`src/rtl/mem_bank_pipe.sv`:
```
// mem_bank_pipe: single-port synchronous RAM with per-byte write enables,
// a configurable read latency (RD_LAT = 1..4 register stages from the accept
// edge to valid_out) and a hardware self-clear that runs after every reset.
//
// Optional build macro PARITY_EN: when defined, each byte carries a stored
// even-parity bit (inj_par inverts it on write) and parity_err flags a
// mismatching read word. When undefined, there is no parity storage,
// inj_par is ignored and parity_err stays 0.
//
// DATA_W must be a multiple of 8.
module mem_bank_pipe #(
    parameter int ADDR_W = 4,
    parameter int DATA_W = 32,
    parameter int RD_LAT = 1
) (
    input  logic                  clk,
    input  logic                  rst,
    input  logic                  EN,
    input  logic                  wr_en,
    input  logic                  rd_en,
    input  logic [ADDR_W-1:0]     add,
    input  logic [DATA_W-1:0]     Data_in,
    input  logic [DATA_W/8-1:0]   byte_en,
    input  logic                  inj_par,
    output logic                  valid_out,
    output logic [DATA_W-1:0]     Data_out,
    output logic                  init_done,
    output logic                  err,
    output logic                  parity_err
);

    localparam int NB    = DATA_W / 8;
    localparam int DEPTH = 1 << ADDR_W;
    localparam int PW    = RD_LAT - 1;   // extra stages behind the RAM output register

    typedef enum logic {
        ST_INIT = 1'b0,
        ST_RUN  = 1'b1
    } state_t;

    state_t            state_q, state_d;
    logic [ADDR_W-1:0] cnt_q, cnt_d;
    logic              err_q, err_d;
    logic              ram_vld_q, ram_vld_d;

    logic              req;
    logic              init_we;
    logic              acc_wr;
    logic              acc_rd;
    logic [ADDR_W-1:0] wr_addr;

    logic [DATA_W-1:0] ram_rd_data;
    logic [NB-1:0]     lane_perr;
    logic              ram_perr;

    logic              last_vld;
    logic [DATA_W-1:0] last_data;
    logic              last_perr;

    // Request qualification: INIT owns the write port, RUN services EN requests.
    // Nothing is written or accepted on a reset edge.
    always_comb begin
        req     = EN & (wr_en | rd_en);
        init_we = (state_q == ST_INIT) & ~rst;
        acc_wr  = (state_q == ST_RUN) & ~rst & EN & wr_en;
        acc_rd  = (state_q == ST_RUN) & ~rst & EN & rd_en;
        wr_addr = init_we ? cnt_q : add;
    end

    // Next-state logic: INIT sweeps every address once, then RUN forever.
    always_comb begin
        state_d   = state_q;
        cnt_d     = cnt_q;
        err_d     = 1'b0;
        ram_vld_d = acc_rd;
        case (state_q)
            ST_INIT: begin
                err_d = req;
                cnt_d = cnt_q + 1'b1;
                if (cnt_q == ADDR_W'(DEPTH - 1)) begin
                    state_d = ST_RUN;
                end
            end
            ST_RUN: begin
                state_d = ST_RUN;
            end
            default: begin
                state_d = ST_INIT;
            end
        endcase
    end

    // Control registers; reset restarts the clear and drops any read in flight.
    always_ff @(posedge clk) begin
        if (rst) begin
            state_q   <= ST_INIT;
            cnt_q     <= '0;
            err_q     <= 1'b0;
            ram_vld_q <= 1'b0;
        end else begin
            state_q   <= state_d;
            cnt_q     <= cnt_d;
            err_q     <= err_d;
            ram_vld_q <= ram_vld_d;
        end
    end

    // One narrow RAM per byte lane so each byte enable maps onto its own
    // write port; the registered read is the first latency stage.
    genvar gi;
    generate
        for (gi = 0; gi < NB; gi++) begin : g_lane
            logic [7:0] mem [DEPTH];
            logic [7:0] rd_q;
            logic       we;
            logic [7:0] wdata;

            assign we    = init_we | (acc_wr & byte_en[gi]);
            assign wdata = init_we ? 8'h00 : Data_in[8*gi +: 8];

            // Read-first port: a same-edge write is not visible to the read.
            always_ff @(posedge clk) begin
                if (we) begin
                    mem[wr_addr] <= wdata;
                end
                if (rst) begin
                    rd_q <= 8'h00;
                end else if (acc_rd) begin
                    rd_q <= mem[add];
                end
            end

            assign ram_rd_data[8*gi +: 8] = rd_q;

`ifdef PARITY_EN
            logic par_mem [DEPTH];
            logic par_rd_q;
            logic wpar;

            // Even parity of the byte; injection only applies to user writes.
            assign wpar = (^wdata) ^ (inj_par & ~init_we);

            // Parity bit shadows the data byte with the same read-first timing.
            always_ff @(posedge clk) begin
                if (we) begin
                    par_mem[wr_addr] <= wpar;
                end
                if (rst) begin
                    par_rd_q <= 1'b0;
                end else if (acc_rd) begin
                    par_rd_q <= par_mem[add];
                end
            end

            assign lane_perr[gi] = (^rd_q) ^ par_rd_q;
`else
            assign lane_perr[gi] = 1'b0;
`endif
        end
    endgenerate

`ifndef PARITY_EN
    logic unused_inj_par;
    assign unused_inj_par = inj_par;
`endif

    assign ram_perr = |lane_perr;

    // Remaining latency stages. Each data stage only loads behind a valid
    // beat, so the last stage naturally holds the previous read result.
    generate
        if (RD_LAT == 1) begin : g_lat1
            assign last_vld  = ram_vld_q;
            assign last_data = ram_rd_data;
            assign last_perr = ram_perr;
        end else begin : g_dly
            logic [DATA_W-1:0] dly_data_q [PW];
            logic [DATA_W-1:0] dly_data_d [PW];
            logic [PW-1:0]     dly_vld_q,  dly_vld_d;
            logic [PW-1:0]     dly_perr_q, dly_perr_d;

            // Shift valid every cycle; move data/parity flag only with a valid beat.
            always_comb begin
                dly_vld_d     = PW'({dly_vld_q, ram_vld_q});
                dly_data_d[0] = ram_vld_q ? ram_rd_data : dly_data_q[0];
                dly_perr_d    = dly_perr_q;
                dly_perr_d[0] = ram_vld_q ? ram_perr : dly_perr_q[0];
                for (int k = 1; k < PW; k++) begin
                    dly_data_d[k] = dly_vld_q[k-1] ? dly_data_q[k-1] : dly_data_q[k];
                    dly_perr_d[k] = dly_vld_q[k-1] ? dly_perr_q[k-1] : dly_perr_q[k];
                end
            end

            // Pipeline registers; reset flushes beats and zeroes the held word.
            always_ff @(posedge clk) begin
                if (rst) begin
                    dly_vld_q  <= '0;
                    dly_perr_q <= '0;
                    for (int k = 0; k < PW; k++) begin
                        dly_data_q[k] <= '0;
                    end
                end else begin
                    dly_vld_q  <= dly_vld_d;
                    dly_perr_q <= dly_perr_d;
                    for (int k = 0; k < PW; k++) begin
                        dly_data_q[k] <= dly_data_d[k];
                    end
                end
            end

            assign last_vld  = dly_vld_q[PW-1];
            assign last_data = dly_data_q[PW-1];
            assign last_perr = dly_perr_q[PW-1];
        end
    endgenerate

    assign valid_out  = last_vld;
    assign Data_out   = last_data;
    assign parity_err = last_vld & last_perr;
    assign init_done  = (state_q == ST_RUN);
    assign err        = err_q;

endmodule
```
`config.mk`:
```
export PLATFORM = sky130hd
export DESIGN_NAME = mem_bank_pipe
export DESIGN_NICKNAME = d
export VERILOG_FILES = /design/src/rtl/mem_bank_pipe.sv
export SDC_FILE = /design/constraint.sdc
export NUM_CORES = 1
export LEC_CHECK = 0
export CAP_MARGIN = 20
export CORE_MARGIN = 8
export CORE_UTILIZATION = 45
export DETAILED_ROUTE_END_ITERATION = 16
export DONT_BUFFER_PORTS = 1
export GPL_ROUTABILITY_DRIVEN = 0
export MAX_ROUTING_LAYER = met4
export PLACE_DENSITY = 0.6
export SYNTH_ARGS = -nofsm -noshare
export SYNTH_HDL_FRONTEND = slang
export SYNTH_SLANG_ARGS = --single-unit
```
`constraint.sdc`:
```
create_clock -name clk -period 4.8 [get_ports clk]
set_clock_uncertainty 0.15 [all_clocks]
set_input_delay 0.72 -clock clk [delete_from_list [all_inputs] [get_ports clk]]
set_output_delay 0.72 -clock clk [all_outputs]
set_load 0.005 [all_outputs]
```
==> results of run 1 <==
[layout by cell type (no fill, tap or decap), drive strengths merged]
| master | instances |
|---|---|
| a21o | 4 |
| a22oi | 54 |
| a31oi | 2 |
| a32oi | 22 |
| and2 | 3 |
| and4b | 1 |
| buf | 25 |
| bufinv | 3 |
| clkbuf | 76 |
| clkinv | 14 |
| clkinvlp | 1 |
| conb | 1 |
| dfxtp | 39 |
| edfxtp | 512 |
| ha | 1 |
| inv | 3 |
| mux2 | 1 |
| mux2i | 141 |
| mux4 | 75 |
| nand2 | 30 |
| nand2b | 5 |
| nand3 | 4 |
| nand4b | 1 |
| nor2 | 71 |
| nor2b | 37 |
| nor3 | 1 |
| o211ai | 18 |
| o21ai | 28 |
| o31ai | 2 |
| or4 | 2 |
| or4b | 4 |
| xnor2 | 1 |
| xor2 | 2 |
[worst max path at each step]
stage,end,depth (start not counted)
finish,g_lane[0].mem[0][7]$_DFFE_PP_,4
global route,g_lane[0].mem[1][7]$_DFFE_PP_,4
CTS,g_lane[0].mem[0][7]$_DFFE_PP_,4
detailed placement,g_lane[3].mem[5][2]$_DFFE_PP_,4
global placement,g_lane[3].mem[7][4]$_DFFE_PP_,4
floorplan,g_lane[0].mem[3][0]$_DFFE_PP_,6
[registers in the layout (all words and copies together) (netlist names)]
name and cells:
init_done 1, err 1, g_lane.mem 512, g_lane.rd_q 32, cnt_q 4, valid_out 1
[Yosys cell counts]
cell and instances:
edfxtp_1 512, nor2b_1 37, ha_1 1, xnor2_1 1
mux2_2 1, dfxtp_1 39, or4_1 2, and2_0 1
nand2_1 30, nor2_1 71, o21ai_1 1, o21ai_0 24
nor3_1 1, buf_6 7, nand3_1 4, nand4b_1 1
o211ai_1 18, o21ai_2 3, a21o_1 4, and2_1 2
a31oi_1 2, mux4_2 70, and4b_1 1, mux2i_1 141
nand2b_1 5, a22oi_1 54, clkbuf_1 26, or4b_2 4
buf_1 3, o31ai_2 1, mux4_1 5, buf_4 13
a32oi_1 22, xor2_1 2, buf_2 19, o31ai_1 1
conb_1 1
[power by group]
part / internal, mW / switching, mW
sequential: 5.32 / 0.0173
combinational: 0.150 / 0.225
clock: 2.29 / 1.70
total: 7.76 / 1.95
[cells by family (layout without fill, tap and decap cells)]
logic type / after synthesis / in the layout / share of synthesized area
XOR/XNOR: 3 / 3 / 0.00123
multiplexers: 217 / 217 / 0.146
buffers and inverters: 68 / 122 / 0.0178
AO/OA/AOI/OAI: 130 / 130 / 0.0442
AND/OR/NAND/NOR: 159 / 159 / 0.0355
adder cells (fa/ha/maj): 1 / 1 / 0.000584
flip-flops: 551 / 551 / 0.754
other: 1 / 1 / 0.000175
[worst max-delay path, cell delays in order, from the launching register on]
cell and delay [ns]:
dfxtp_1 0.74, nor2_4 0.24, o31ai_1 0.52, nand2_1 0.31, nor2_1 0.88
[layout make-up]
cell class              count  area [sq um]  area share
well taps                 615           769      0.0325
clock buffers              76          1470      0.0621
multi-input cells         511          4910       0.207
flip-flops and latches    551         16200       0.682
repair buffers             25           199     0.00839
clock inverters            21           193     0.00813
[per-layer routing]
layer  track usage  wire length [um]  up-vias  part of all wire
met5             -                 0        -                 0
met1         0.241             20700     5402              0.42
met3        0.0387              3540       93             0.073
li1              -                 -     4585                 -
met4        0.0541              1220        0             0.025
met2         0.288             23300      339              0.48
==> impl_metrics.env, run 1 <==
export IMPL_status="finished clean"
export IMPL_placed_cells=1694
export IMPL_drt_total_wl_um=48800
export IMPL_yosysWarnings=0
export IMPL_cts_tree="done"
export IMPL_fin_tns_setup_ns=0
export IMPL_ant_nets=0
export IMPL_worstSetupStartpoint="init_done$_SDFF_PP0_"
export IMPL_yosysTopAreaCellShare=0.718
export IMPL_hold_path_class="input pin to flip-flop"
export IMPL_synth_area_leaders="edfxtp_1, mux4_2, mux2i_1"
export IMPL_drcViolationCount=0
export IMPL_cts_max_level=2
export IMPL_grt_overflow=0
export IMPL_coreArea_sq_um=47300
export IMPL_clock_sinks=551
export IMPL_path_clk_slew_ns=0.06
export IMPL_relSlewSlack=0.250
export IMPL_fillers=3802
export IMPL_clock_path_buffers=3
export IMPL_synth_cell_types=37
export IMPL_grt_max_degree=170
export IMPL_ff2ff_setup_slack_ns=1.55
export IMPL_ctsHoldBuffers=0
export IMPL_first_iter_violations=1101
export IMPL_finalPower_mw=9.71
export IMPL_ir_worst_vdd_v=0.000241
export IMPL_ctsResizeCount=0
export IMPL_via_per_inst=5.79
export IMPL_power_density_nw_per_um2=410
export IMPL_crit_fanout=14
export IMPL_post_cts_buffers=0
export IMPL_design_area_sq_um=23700
export IMPL_portBuffers=0
export IMPL_final_cells=1799
export IMPL_final_util=0.501
export IMPL_worstPathRequired_ns=4.84
export IMPL_worst_r2r_startpoint="init_done$_SDFF_PP0_"
export IMPL_die_y_um=234
export IMPL_synth_cells=1130
export IMPL_p_leak_nw=7.81
export IMPL_dr_pass1_iters=5
export IMPL_drv_slew=0
export IMPL_rsz0062_at_grt="false"
export IMPL_rows=80
export IMPL_yosysSeqAreaShare=0.754
export IMPL_holdWs_ns=0.0623
export IMPL_diodes=0
export IMPL_period_share=0.678
export IMPL_end_kind="flip-flop"
export IMPL_worstSkewPairLatency_ns=0.58
export IMPL_crit_path_start_kind="flip-flop"
export IMPL_ys_seq_elements=551
export IMPL_grt_pass1_wl_um=71100
export IMPL_dpl_instance_area_sq_um=22000
export IMPL_pin_count=82
export IMPL_fmax_ghz=0.307
export IMPL_min_to="init_done$_SDFF_PP0_"
export IMPL_antenna_found_initial=1
export IMPL_hold_depth=1
export IMPL_worstRegToRegCells=4
export IMPL_first_global_vias=10600
export IMPL_root_buffer="clkbuf_16"
export IMPL_min_from="rst"
export IMPL_wl_per_cell_um=27.1
export IMPL_dp_slack_ns=1.60
export IMPL_critPathKind="flip-flop to flip-flop"
export IMPL_synth_fp_nets=1177
export IMPL_synth_area_per_cell_sq_um=19.0
export IMPL_final_hold_violation_count=0
export IMPL_area_growth_syn_to_layout_pct=10.7
export IMPL_setup_ws_ns=1.55
export IMPL_dp_hpwl_um=29000
export IMPL_worstPathArrival_ns=3.29
export IMPL_die_area_sq_um=54800
export IMPL_synth_top_area_cell="edfxtp_1"
export IMPL_nets=1188
export IMPL_r2r_end="g_lane[0].mem[0][7]$_DFFE_PP_"
export IMPL_drive_gt1_frac=0.157
export IMPL_numCtsBuffers=52
export IMPL_maxCapViolCount=0
export IMPL_vias=10400
export IMPL_period_needed_ns=3.25
export IMPL_synth_area_sq_um=21400
export IMPL_die_width_um=234
export IMPL_initial_core_util=0.452
export IMPL_tightest_slew_ns=1.12
export IMPL_grt_total_usage=0.183
export IMPL_setup_viol=0
Note: power is estimated with default switching activity, not from simulation.
==> run 2: changes to the inputs <==
==> constraint.sdc (replaced) <==
create_clock -name clk -period 3.1 [get_ports clk]
set_clock_uncertainty 0.15 [all_clocks]
set_input_delay 0.465 -clock clk [delete_from_list [all_inputs] [get_ports clk]]
set_output_delay 0.465 -clock clk [all_outputs]
set_load 0.005 [all_outputs]
==> impl_metrics.env, run 2 (synthesis results as in run 1) <==
export IMPL_holdWs_ns=0.0188
export IMPL_top_regs="g_lane.mem (512), g_lane.rd_q (32), cnt_q (4)"
export IMPL_min_to="g_lane[3].rd_q[6]$_SDFFE_PP0P_"
export IMPL_rows=80
export IMPL_worstRegToRegCells=5
export IMPL_fillers=3737
export IMPL_die_y_um=234
export IMPL_crit_family="simple AND/OR/NAND/NOR gates"
export IMPL_maxCapViolCount=0
export IMPL_grt_total_usage=0.187
export IMPL_drive_gt1_frac=0.203
export IMPL_largest_reg_flops=512
export IMPL_vias=10700
export IMPL_crit_path_start_kind="flip-flop"
export IMPL_ff2ff_setup_slack_ns=0.47
export IMPL_cts_max_level=2
export IMPL_root_buffer="clkbuf_16"
export IMPL_hold_depth=2
export IMPL_pin_count=82
export IMPL_clock_sinks=551
export IMPL_dr_pass1_iters=5
export IMPL_grt_max_degree=170
export IMPL_tightest_slew_ns=1.07
export IMPL_drcViolationCount=0
export IMPL_ctsResizeCount=0
export IMPL_rsz0062_at_grt="false"
export IMPL_dp_hpwl_um=28700
export IMPL_crit_fanout=12
export IMPL_r2r_end="g_lane[3].mem[2][7]$_DFFE_PP_"
export IMPL_first_global_vias=10700
export IMPL_path_cells="nor2_4 -> o31ai_1 -> nand2_1 -> nor2_1 -> buf_4"
export IMPL_setup_ws_ns=0.473
export IMPL_worstPathRequired_ns=3.22
export IMPL_fmax_ghz=0.381
export IMPL_final_cell_mix="edfxtp_1, mux2i_1, buf_4, mux4_2, nor2_1"
export IMPL_post_cts_buffers=0
export IMPL_fin_tns_setup_ns=0
export IMPL_ir_worst_vdd_v=0.000347
export IMPL_power_density_nw_per_um2=619
export IMPL_path_clk_slew_ns=0.06
export IMPL_final_hold_violation_count=0
export IMPL_numCtsBuffers=51
export IMPL_grt_pass1_wl_um=72100
export IMPL_period_share=0.847
export IMPL_drt_total_wl_um=49300
export IMPL_antenna_found_initial=3
export IMPL_status="finished clean"
export IMPL_grt_overflow=0
export IMPL_die_width_um=234
export IMPL_coreArea_sq_um=47300
export IMPL_first_iter_violations=918
export IMPL_drv_slew=0
export IMPL_ant_nets=0
export IMPL_worstPathArrival_ns=2.75
export IMPL_cts_tree="done"
export IMPL_worst_r2r_startpoint="init_done$_SDFF_PP0_"
export IMPL_area_growth_syn_to_layout_pct=13.5
export IMPL_initial_core_util=0.452
export IMPL_portBuffers=0
export IMPL_setup_viol=0
export IMPL_end_kind="flip-flop"
export IMPL_die_area_sq_um=54800
export IMPL_worstSkewPairLatency_ns=0.56
export IMPL_clock_path_buffers=3
export IMPL_hold_path_class="input pin to flip-flop"
export IMPL_dp_slack_ns=0.517
export IMPL_period_needed_ns=2.63
export IMPL_nets=1262
export IMPL_p_leak_nw=8.21
export IMPL_final_common_cell="edfxtp_1"
export IMPL_wl_per_cell_um=26.4
export IMPL_cp_slowest_stage_delay_ns=0.71
export IMPL_min_from="add[1]"
export IMPL_path_buf_inv=1
export IMPL_relSlewSlack=0.285
export IMPL_via_per_inst=5.70
export IMPL_worstSetupStartpoint="init_done$_SDFF_PP0_"
export IMPL_cp_slowest_cell="dfxtp_1"
export IMPL_top_register="g_lane.mem"
export IMPL_critPathKind="flip-flop to flip-flop"
==> run 2: cell types whose count changed in the layout (fill, tap and decap cells not counted) <==
cell,before,now
clkinv_2,9,4
bufinv_16,3,2
diode_2,0,2
dlygate4sd3_1,0,4
buf_12,0,2
clkbuf_8,6,14
clkinv_1,4,2
inv_6,3,0
buf_4,22,94
buf_6,3,0
clkinv_4,1,0
==> run 2: how the worst max path moves through the flow <==
stage	to	slack, ns	cells past startpoint
6_report	g_lane[3].mem[2][7]$_DFFE_PP_	0.47	5
5_1_grt	g_lane[3].mem[2][2]$_DFFE_PP_	0.31	5
3_3_place_gp	g_lane[1].mem[8][0]$_DFFE_PP_	0.59	3
4_1_cts	g_lane[2].mem[14][1]$_DFFE_PP_	0.49	3
3_5_place_dp	g_lane[2].mem[0][1]$_DFFE_PP_	0.52	3
2_1_floorplan	g_lane[0].mem[3][0]$_DFFE_PP_	0.64	6
==> run 2: timing repair <==
action / 4_1_cts / 5_1_grt
hold endpoints to repair: 21 / 0
hold buffers: 5 / 0
endpoints found under the setup margin: 0 / 0
==> run 2: power by group <==
group	switching, mW	leakage (nW)	internal [mW]
combinational	0.365	2.38	0.267
clock	2.52	0.821	3.63
sequential	0.0251	5.01	8.24
total	2.91	8.21	12.1
==> run 2: layout make-up <==
type,count,area (sq um),share of cell area
diodes,2,5.00,0.000206
clock buffers,84,1580,0.0651
clock inverters,9,95.1,0.00391
multi-input cells,511,4910,0.202
flip-flops and latches,551,16200,0.665
well taps,615,769,0.0317
repair buffers,100,786,0.0323
==> run 2: per-stage QoR <==
step	instance area, sq um	instances	util	power [mW]
detailed placement	22500	1763	0.475	9.03
floorplan	21400	1130	-	8.92
finish	24300	1872	0.513	15.0
CTS	24200	1861	0.512	15.2
global placement	22500	1763	0.475	9.01
global route	24300	1872	0.513	15.5
==> run 2: metal layers <==
layer | GRT usage | wire length, um
met3 | 0.0379 | 3100
met5 | - | 0
met2 | 0.309 | 24500
met1 | 0.239 | 20800
met4 | 0.0429 | 964
